[src/rtl/bus_read_sequencer_if.sv]
// Control/status and bus-facing signals of the register-bus reader, grouped for port hookup.
interface bus_read_sequencer_if #(
    parameter int unsigned NrOfBits = 16,
    parameter int unsigned NrOfRegs = 10,
    parameter int unsigned IdxBits  = 4
);
    logic                start;
    logic                mode;
    logic [IdxBits-1:0]  addr;
    logic [NrOfBits-1:0] bus_in;
    logic [NrOfRegs-1:0] cs;
    logic                busy;
    logic                done;
    logic                err;
    logic [NrOfBits-1:0] data_out;
    logic [IdxBits-1:0]  max_idx;
    logic [NrOfBits-1:0] max_val;

    // Requester side (also supplies the resolved bus value seen by the reader).
    modport master (
        output start, mode, addr, bus_in,
        input  cs, busy, done, err, data_out, max_idx, max_val
    );

    modport slave (
        input  start, mode, addr, bus_in,
        output cs, busy, done, err, data_out, max_idx, max_val
    );
endinterface

[src/rtl/bus_read_sequencer.sv]
// Reader side of the shared tri-state register bus: owns every chip select, reads one register
// at a time with a break-before-make gap, and in scan mode reports the arg-max register.
module bus_read_sequencer #(
    parameter int unsigned NrOfBits     = 16,
    parameter int unsigned NrOfRegs     = 10,
    parameter int unsigned IdxBits      = 4,
    parameter int unsigned SettleCycles = 1
) (
    input  logic                 Clock,
    input  logic                 Reset,
    input  logic                 tick_i,
    bus_read_sequencer_if.slave  ctrl_io
);

    localparam int unsigned CntBits = (SettleCycles > 1) ? $clog2(SettleCycles) : 1;
    localparam logic [CntBits-1:0] SettleLast = CntBits'(SettleCycles - 1);
    localparam logic [IdxBits-1:0] IdxLast    = IdxBits'(NrOfRegs - 1);
    localparam logic [IdxBits:0]   NrOfRegsW  = (IdxBits + 1)'(NrOfRegs);

    typedef enum logic [1:0] {StIdle, StSelect, StGap, StDone} state_e;

    state_e              state_q, state_d;
    logic                mode_q, mode_d;
    logic [IdxBits-1:0]  idx_q, idx_d;
    logic [CntBits-1:0]  cnt_q, cnt_d;
    logic                err_q, err_d;
    logic [NrOfBits-1:0] data_q, data_d;
    logic [IdxBits-1:0]  max_idx_q, max_idx_d;
    logic [NrOfBits-1:0] max_val_q, max_val_d;

    logic                addr_bad;
    logic [NrOfRegs-1:0] cs_sel;

    assign addr_bad = ({1'b0, ctrl_io.addr} >= NrOfRegsW);

    always_ff @(posedge Clock or posedge Reset) begin
        if (Reset) begin
            state_q   <= StIdle;
            mode_q    <= 1'b0;
            idx_q     <= '0;
            cnt_q     <= '0;
            err_q     <= 1'b0;
            data_q    <= '0;
            max_idx_q <= '0;
            max_val_q <= '0;
        end else begin
            state_q   <= state_d;
            mode_q    <= mode_d;
            idx_q     <= idx_d;
            cnt_q     <= cnt_d;
            err_q     <= err_d;
            data_q    <= data_d;
            max_idx_q <= max_idx_d;
            max_val_q <= max_val_d;
        end
    end

    always_comb begin
        state_d   = state_q;
        mode_d    = mode_q;
        idx_d     = idx_q;
        cnt_d     = cnt_q;
        err_d     = err_q;
        data_d    = data_q;
        max_idx_d = max_idx_q;
        max_val_d = max_val_q;
        case (state_q)
            StIdle: begin
                if (tick_i && ctrl_io.start) begin
                    mode_d = ctrl_io.mode;
                    cnt_d  = '0;
                    err_d  = 1'b0;
                    // An out-of-range single read never touches the bus.
                    if (!ctrl_io.mode && addr_bad) begin
                        err_d   = 1'b1;
                        state_d = StDone;
                    end else begin
                        idx_d   = ctrl_io.mode ? '0 : ctrl_io.addr;
                        state_d = StSelect;
                    end
                end
            end
            StSelect: begin
                if (tick_i) begin
                    if (cnt_q == SettleLast) begin
                        data_d  = ctrl_io.bus_in;
                        cnt_d   = '0;
                        state_d = StGap;
                        // Strictly-greater update keeps the lowest index on ties.
                        if (mode_q && ((idx_q == '0) || (ctrl_io.bus_in > max_val_q))) begin
                            max_idx_d = idx_q;
                            max_val_d = ctrl_io.bus_in;
                        end
                    end else begin
                        cnt_d = cnt_q + 1'b1;
                    end
                end
            end
            StGap: begin
                if (tick_i) begin
                    if (!mode_q || (idx_q == IdxLast)) begin
                        state_d = StDone;
                    end else begin
                        idx_d   = idx_q + 1'b1;
                        state_d = StSelect;
                    end
                end
            end
            StDone:  state_d = StIdle;
            default: state_d = StIdle;
        endcase
    end

    always_comb begin
        cs_sel = '1;
        if (state_q == StSelect) begin
            cs_sel[idx_q] = 1'b0;
        end
    end

    assign ctrl_io.cs       = cs_sel;
    assign ctrl_io.busy     = (state_q == StSelect) || (state_q == StGap);
    assign ctrl_io.done     = (state_q == StDone);
    assign ctrl_io.err      = err_q;
    assign ctrl_io.data_out = data_q;
    assign ctrl_io.max_idx  = max_idx_q;
    assign ctrl_io.max_val  = max_val_q;

endmodule

[src/flat_wrapper.sv]
// flat-port wrapper written by rule: the top's interface ports become plain ports
module bus_read_sequencer_flat 
#(
    parameter int unsigned NrOfBits     = 16,
    parameter int unsigned NrOfRegs     = 10,
    parameter int unsigned IdxBits      = 4,
    parameter int unsigned SettleCycles = 1
)
  (Clock, Reset, tick_i, ctrl_io_start, ctrl_io_mode, ctrl_io_addr, ctrl_io_bus_in, ctrl_io_cs, ctrl_io_busy, ctrl_io_done, ctrl_io_err, ctrl_io_data_out, ctrl_io_max_idx, ctrl_io_max_val);
  bus_read_sequencer_if #(.NrOfBits(NrOfBits), .NrOfRegs(NrOfRegs), .IdxBits(IdxBits)) ctrl_io_i ();
  input  logic Clock;
  input  logic Reset;
  input  logic tick_i;
  input wire logic [$bits(ctrl_io_i.start)-1:0] ctrl_io_start;
  input wire logic [$bits(ctrl_io_i.mode)-1:0] ctrl_io_mode;
  input wire logic [$bits(ctrl_io_i.addr)-1:0] ctrl_io_addr;
  input wire logic [$bits(ctrl_io_i.bus_in)-1:0] ctrl_io_bus_in;
  output wire logic [$bits(ctrl_io_i.cs)-1:0] ctrl_io_cs;
  output wire logic [$bits(ctrl_io_i.busy)-1:0] ctrl_io_busy;
  output wire logic [$bits(ctrl_io_i.done)-1:0] ctrl_io_done;
  output wire logic [$bits(ctrl_io_i.err)-1:0] ctrl_io_err;
  output wire logic [$bits(ctrl_io_i.data_out)-1:0] ctrl_io_data_out;
  output wire logic [$bits(ctrl_io_i.max_idx)-1:0] ctrl_io_max_idx;
  output wire logic [$bits(ctrl_io_i.max_val)-1:0] ctrl_io_max_val;
  assign ctrl_io_i.start = ctrl_io_start;
  assign ctrl_io_i.mode = ctrl_io_mode;
  assign ctrl_io_i.addr = ctrl_io_addr;
  assign ctrl_io_i.bus_in = ctrl_io_bus_in;
  assign ctrl_io_cs = ctrl_io_i.cs;
  assign ctrl_io_busy = ctrl_io_i.busy;
  assign ctrl_io_done = ctrl_io_i.done;
  assign ctrl_io_err = ctrl_io_i.err;
  assign ctrl_io_data_out = ctrl_io_i.data_out;
  assign ctrl_io_max_idx = ctrl_io_i.max_idx;
  assign ctrl_io_max_val = ctrl_io_i.max_val;
  bus_read_sequencer #(.NrOfBits(NrOfBits), .NrOfRegs(NrOfRegs), .IdxBits(IdxBits), .SettleCycles(SettleCycles)) u_core (.Clock(Clock), .Reset(Reset), .tick_i(tick_i), .ctrl_io(ctrl_io_i));
endmodule
[config.mk]
export PLATFORM = sky130hd
export DESIGN_NAME = bus_read_sequencer_flat
export DESIGN_NICKNAME = d
export VERILOG_FILES = /design/src/rtl/bus_read_sequencer_if.sv /design/src/rtl/bus_read_sequencer.sv /design/src/flat_wrapper.sv
export SDC_FILE = /design/constraint.sdc
export NUM_CORES = 1
export LEC_CHECK = 0
export ABC_AREA = 1
export BUFFER_PORTS_ARGS = -buffer_cell sky130_fd_sc_hd__buf_2
export CELL_PAD_IN_SITES_DETAIL_PLACEMENT = 1
export CELL_PAD_IN_SITES_GLOBAL_PLACEMENT = 2
export CORE_MARGIN = 2
export CORE_UTILIZATION = 30
export CTS_CLUSTER_DIAMETER = 80
export DETAILED_ROUTE_END_ITERATION = 7
export GPL_ROUTABILITY_DRIVEN = 0
export PLACE_DENSITY_LB_ADDON = 0.1
export SLEW_MARGIN = 20
export SYNTH_ARGS = -nofsm -noshare
export SYNTH_HDL_FRONTEND = slang
export SYNTH_SLANG_ARGS = --single-unit
export TNS_END_PERCENT = 1
[constraint.sdc]
create_clock -name Clock -period 2.3 [get_ports Clock]
set_clock_uncertainty 0.2 [all_clocks]
set_input_delay 0.345 -clock Clock [delete_from_list [all_inputs] [get_ports Clock]]
set_output_delay 0.345 -clock Clock [all_outputs]
set_load 0.05 [all_outputs]
== Word-level counts from Yosys, hierarchy flattened ==
Cells that the tools add are included.

* Bits in writable memories: 0
* Latch bits: 0
* Output and inout port bits: 49
* ROM bits: 0
* Bits of input ports: 25
* Word-level logic and storage cells: 66
* Memories kept: 0
* Register bits: 45

* Bitwise operators: 2
* Multiply operators: 0
* Div/mod/pow operators: 0
* Magnitude comparators: 4
* Reductions and logical operators: 19
* Multiplexer cells: 21
* Shift operators: 0
* Add/sub/neg operators: 2
* Equal/unequal tests: 10

{| class="wikitable"
|+ Operators with widths
! operator !! number
|-
| 4-bit 2-to-1 mux || 5
|-
| 16-bit greater-than comparator || 1
|-
| 2-bit 2-to-1 mux || 6
|-
| 10-bit 2-to-1 mux || 1
|-
| 2-bit != test (second input constant) || 5
|-
| 10-bit NOT || 1
|-
| 2-bit one-hot mux with 4 select lines || 1
|-
| 4-bit one-hot mux with 2 select lines || 1
|-
| 4-bit AND reduction || 2
|-
| 3-bit AND reduction || 2
|-
| 4-bit by 5-bit less-than comparator with 1-bit output (second input constant) || 1
|-
| 1-bit 2-to-1 mux || 5
|-
| 5-bit AND reduction || 1
|-
| 4-bit by 1-bit adder with 4-bit output (second input constant) || 1
|-
| 1-bit demux with 4-bit select || 1
|-
| 2-bit equality test (second input constant) || 2
|-
| 4-bit equality test (second input constant) || 1
|-
| 4-bit by 1-bit greater-or-equal comparator with 1-bit output (second input constant) || 1
|-
| 4-bit greater-or-equal comparator (second input constant) || 1
|-
| 1-bit logical AND || 4
|-
| 4-bit logical NOT || 1
|-
| 2-bit nonzero test || 2
|-
| 1-bit logical OR || 3
|-
| 2-bit by 1-bit equality test with 1-bit output (second input constant) || 1
|-
| other kinds (7) || 8
|}

== Longest topological paths before layout ==
* Depth in word-level cells: 6
* Depth in mapped cells: 17
* Depth with buffers taken out: 16

== Worst setup path after synthesis ==
Ideal clock, no wire load.

* Path kind: register to register
* Start: register u_core.max_val_q[15], in the netlist u_core.ctrl_io.max_val[15]
* End: register u_core.max_val_q[0], in the netlist u_core.ctrl_io.max_val[0]
* Required time: 1.981 ns
* Stages on the path, launching flop included: 13
* Data arrival time: 1.796 ns
* Setup slack: 0.184 ns
* Buffers on the path: 1
* Clock period less this slack: 2.116 ns
* Library setup time: 0.119 ns
* Cell sequence: dfrtp_1 -> inv_1 -> ha_1 -> nand2_1 -> nor3_2 -> nand2_1 -> nand2_1 -> nand2_1 -> nand2_2 -> nand2_2 -> buf_6 -> nand2_1 -> nand2_1

* Longest elaborated chain between the ends: 4

{| class="wikitable"
|+ Ends and longest elaborated chain
! element !! RTL line !! RTL
|-
| start, declared || bus_read_sequencer.sv:29 || <nowiki>logic [NrOfBits-1:0] max_val_q, max_val_d;</nowiki>
|-
| start signal, assigned || bus_read_sequencer.sv:54 || <nowiki>max_val_q <= max_val_d;</nowiki>
|-
| 16-bit greater-than comparator || bus_read_sequencer.sv:90 || <nowiki>if (mode_q && ((idx_q == '0) || (ctrl_io.bus_in > max_val_q))) begin</nowiki>
|-
| 1-bit logical OR || bus_read_sequencer.sv:90 ||
|-
| 1-bit logical AND || bus_read_sequencer.sv:90 ||
|-
| 4-bit AND reduction (no line) || n/a ||
|}

Every way passes these cells.
A chain may end at the register's enable or synchronous reset.

== Final worst setup path ==
* Start: register u_core.state_q[1]
* End: output port ctrl_io_cs[4]

* Longest elaborated chain between the ends: 2

{| class="wikitable"
|+ Ends and longest elaborated chain
! element !! RTL line !! RTL
|-
| start, declared || bus_read_sequencer.sv:22 || <nowiki>state_e state_q, state_d;</nowiki>
|-
| start signal, assigned || bus_read_sequencer.sv:38 || <nowiki>state_q <= StIdle;</nowiki>
|-
| start signal, assigned || bus_read_sequencer.sv:47 || <nowiki>state_q <= state_d;</nowiki>
|-
| 2-bit by 1-bit equality test with 1-bit output || bus_read_sequencer.sv:116 || <nowiki>if (state_q == StSelect) begin</nowiki>
|-
| 10-bit 2-to-1 mux || bus_read_sequencer.sv:116 ||
|-
| end, declared || flat_wrapper.sv:18 || <nowiki>output wire logic [$bits(ctrl_io_i.cs)-1:0] ctrl_io_cs;</nowiki>
|}

Every way passes these cells.

==> impl_metrics.ini <==
[layout]
fillers = 1018
multi_input_area_sq_um = 1210
diodes = 0
seq_area_sq_um = 1100
drive_above_1_share = 0.322
area_growth_pct = 23.4
finalInstanceArea_sq_um = 3080
nets = 409
fin_cells = 465
post-route-util = 0.378

[sta]
finalHoldViolations = 0
worstMarginPinSlew_ns = 0.479
finalCritPeriodShare = 0.914
slew_headroom = 0.680
whs_ns = 0.0960
fin_setup_tns_ns = 0
slew_violations = 0
final-setup-viol-count = 0
fmax_ghz = 0.476
rsz0062_at_grt = false
fin_ws_ns = 0.198
min_period_ns = 2.10

[pwr]
seqPwrFrac = 0.281
vdd_ir_drop_max_mv = 0.648
netSwitchingFraction = 0.563
p_leak_nw = 1.63
power.share.clock = 0.098
power.density_nw_per_um2 = 1620
finalPower_mw = 4.99
comb_power_share = 0.621
switching_power_mw = 2.81
p_int_mw = 2.18

[cts]
clk_latency_ns = 0.30
cts_tree = yes
cts-root-buf = clkbuf_8
clockBufferDepth = 2
htreeDepth = 2
numCtsBuffers = 5
clk_pin_slew_ns = 0.09
clock_sinks = 44

[logic_synthesis]
yosys.area_share.simple = 0.224
syn_inst = 282
seq_area_frac_synth = 0.442
synth_nets = 331
syn_area_sq_um = 2490
yosys.area.top_type = dfrtp_1
synth_top_family_by_area = simple AND/OR/NAND/NOR gates
syn_area_per_cell_sq_um = 8.84
yosys.area_share.adder = 0.120
synth_area_leaders = dfrtp_1 44%, ha_1 12%, nand2_1 12%, mux2_2 6.8%, nand3_1 6.0%
synth_seq_cells = 44
yosys.cell_types.count = 27
synth_compound_area_frac = 0.0612
synthXorXnorAreaFrac = 0.00702
synthMuxAreaShare = 0.0677
ys_warn_count = 0
netlist.area_leader.share = 0.442

[setup_path]
crit_family = flip-flops
r2r_cells = 11
required_ns = 1.75
critical_path.max_fanout = 9
rrSetupSlack_ns = 0.24
crit_buf_inv = 3
worstPathArrival_ns = 1.56
crit_type = reg2out
critPathSlowestCell = dfrtp_1
crit_path_end_kind = primary output
crit_chain = inv_1 -> ha_2 -> nand2_1 -> inv_1 -> nand2_1 -> buf_2
rr_endpoint = u_core.ctrl_io.max_val[9]$_DFFE_PP0P_
worst_path_largest_cell_delay_ns = 0.43
start_kind = flip-flop
reg2reg_from = u_core.ctrl_io.max_val[10]$_DFFE_PP0P_

[detailed_routing]
num_vias = 2129
first_pass_iters = 4
wl_per_cell_microns = 13.7
avgViaCountPerCell = 4.58
ant_nets = 0
drc = 0
wl_mm = 6.37
drtIter0Drc = 42

[global_route]
grt_pass1_vias = 2119
grt_pass1_wl_mm = 10.4
antenna_found_initial = 0
overflow = 0
grt_max_degree = 25
grt_use_total = 0.148

[die]
core_area_sq_um = 8130
die_area_sq_um = 9060
io_pins = 74
die_x_microns = 95.2
die_y_microns = 95.2
placementRows = 33
start_util = 0.307

[outcome]
outcome = complete, no violations

[run]
maxCapViolCount = 0

[place]
dpl.cell_count = 457
place_hpwl_mm = 4.85
place_ws_ns = 0.0980
placed_cell_area_sq_um = 2980
portBuffers = 73

[hold_path]
min_path_type = in2reg
holdPathStages = 3
hold_start = ctrl_io_bus_in[0]
worstHoldEndpoint = u_core.ctrl_io.max_val[0]$_DFFE_PP0P_
Yosys cell counts:
master and number:
nand2_1 77, dfrtp_1 44, inv_1 33, nand3_1 30
ha_1 24, mux2_2 15, nor2_1 12, o21ai_0 10
a21oi_1 7, a21oi_2 3, buf_2 3, buf_6 3
nand2_2 3, buf_4 2, inv_2 2, o211ai_1 2
o21ai_1 2, a21o_1 1, nand4_1 1, nor2_2 1
nor2_4 1, nor3_1 1, nor3_2 1, nor3_4 1
o21ai_2 1, xnor2_1 1, xor2_1 1
power by group through the flow:
stage                     Sequential (mW)  Clock [mW]  Combinational, mW
after global placement               1.41           0               3.11
after global routing                 1.46       0.544               3.40
after detailed placement             1.43           0               3.14
after floorplan                      2.47           0               1.37
final                                1.40       0.491               3.10
after CTS                            1.41       0.513               3.15
worst max-delay path by stage:
stage / startpoint / slack [ns] / end / depth (start not counted)
global placement: ctrl_io_bus_in[5] / 0.13 / u_core.ctrl_io.max_val[1]$_DFFE_PP0P_ / 13
floorplan: u_core.ctrl_io.max_val[15]$_DFFE_PP0P_ / 0.18 / u_core.ctrl_io.max_val[0]$_DFFE_PP0P_ / 12
detailed placement: ctrl_io_bus_in[10] / 0.1 / u_core.ctrl_io.max_val[4]$_DFFE_PP0P_ / 11
finish: u_core.state_q[1]$_DFFE_PP0P_ / 0.20 / ctrl_io_cs[4] / 6
CTS: u_core.state_q[1]$_DFFE_PP0P_ / 0.05 / ctrl_io_cs[4] / 6
global route: u_core.ctrl_io.max_val[10]$_DFFE_PP0P_ / 0.005 / u_core.ctrl_io.max_val[4]$_DFFE_PP0P_ / 11
cells by family after synthesis:
kind of cell / after synthesis
multiplexers: 15
buffers and inverters: 43
AO/OA/AOI/OAI: 26
flip-flops: 44
adder cells (fa/ha/maj): 24
XOR/XNOR: 2
AND/OR/NAND/NOR: 128
cell type report:
class,instances,area share
repair buffers,79,0.138
clock buffers,5,0.0224
inverters,35,0.0427
well taps,105,0.0427
clock inverters,2,0.00407
flip-flops and latches,44,0.358
multi-input cells,195,0.392
per-layer routing:
metal  up-vias  global-route usage  wire (microns)
met4         0              0.0362              53
met2        36               0.263            3240
met3         5              0.0300             239
met1      1027               0.183            2850
li1       1061                   -               -
met5         -                   0               0
timing repair:
action                                  4_1_cts  5_1_grt
buffers inserted                              0        0
endpoints found under the hold margin        20        0
hold buffers                                  1        0
resized for setup                             0        2
endpoints found under the setup margin        0       26
state kept, by name, indices dropped and copies added (netlist names):
name                     flops
u_core.ctrl_io.data_out     16
u_core.ctrl_io.max_val      16
u_core.ctrl_io.max_idx       4
u_core.idx_q                 4
u_core.state_q               2
u_core.ctrl_io.err           1
u_core.mode_q                1
cell usage in the layout (no fill, tap or decap), types with 2 or more instances in the layout:
cell      count
nand2_1      77
buf_2        73
dfrtp_1      44
inv_1        32
nand3_1      30
ha_1         23
mux2_2       15
nor2_1       11
o21ai_0      10
a21oi_1       7
clkbuf_8      5
buf_4         4
inv_2         3
a21oi_2       3
nand2_2       2
nor2_2        2
o21ai_1       2
o211ai_1      2
worst register-to-register path, cell delays in order, from the launching register on:
cell and delay [ns]:
dfrtp_1 0.38, inv_1 0.06, ha_1 0.30, nand4_1 0.12, nor3_2 0.18, nand2_1 0.08
nand2_1 0.06, nand2_1 0.06, nand2_2 0.11, buf_4 0.27, nand3_1 0.11, nand2_1 0.08
Note: power is estimated with default switching activity, not from simulation.
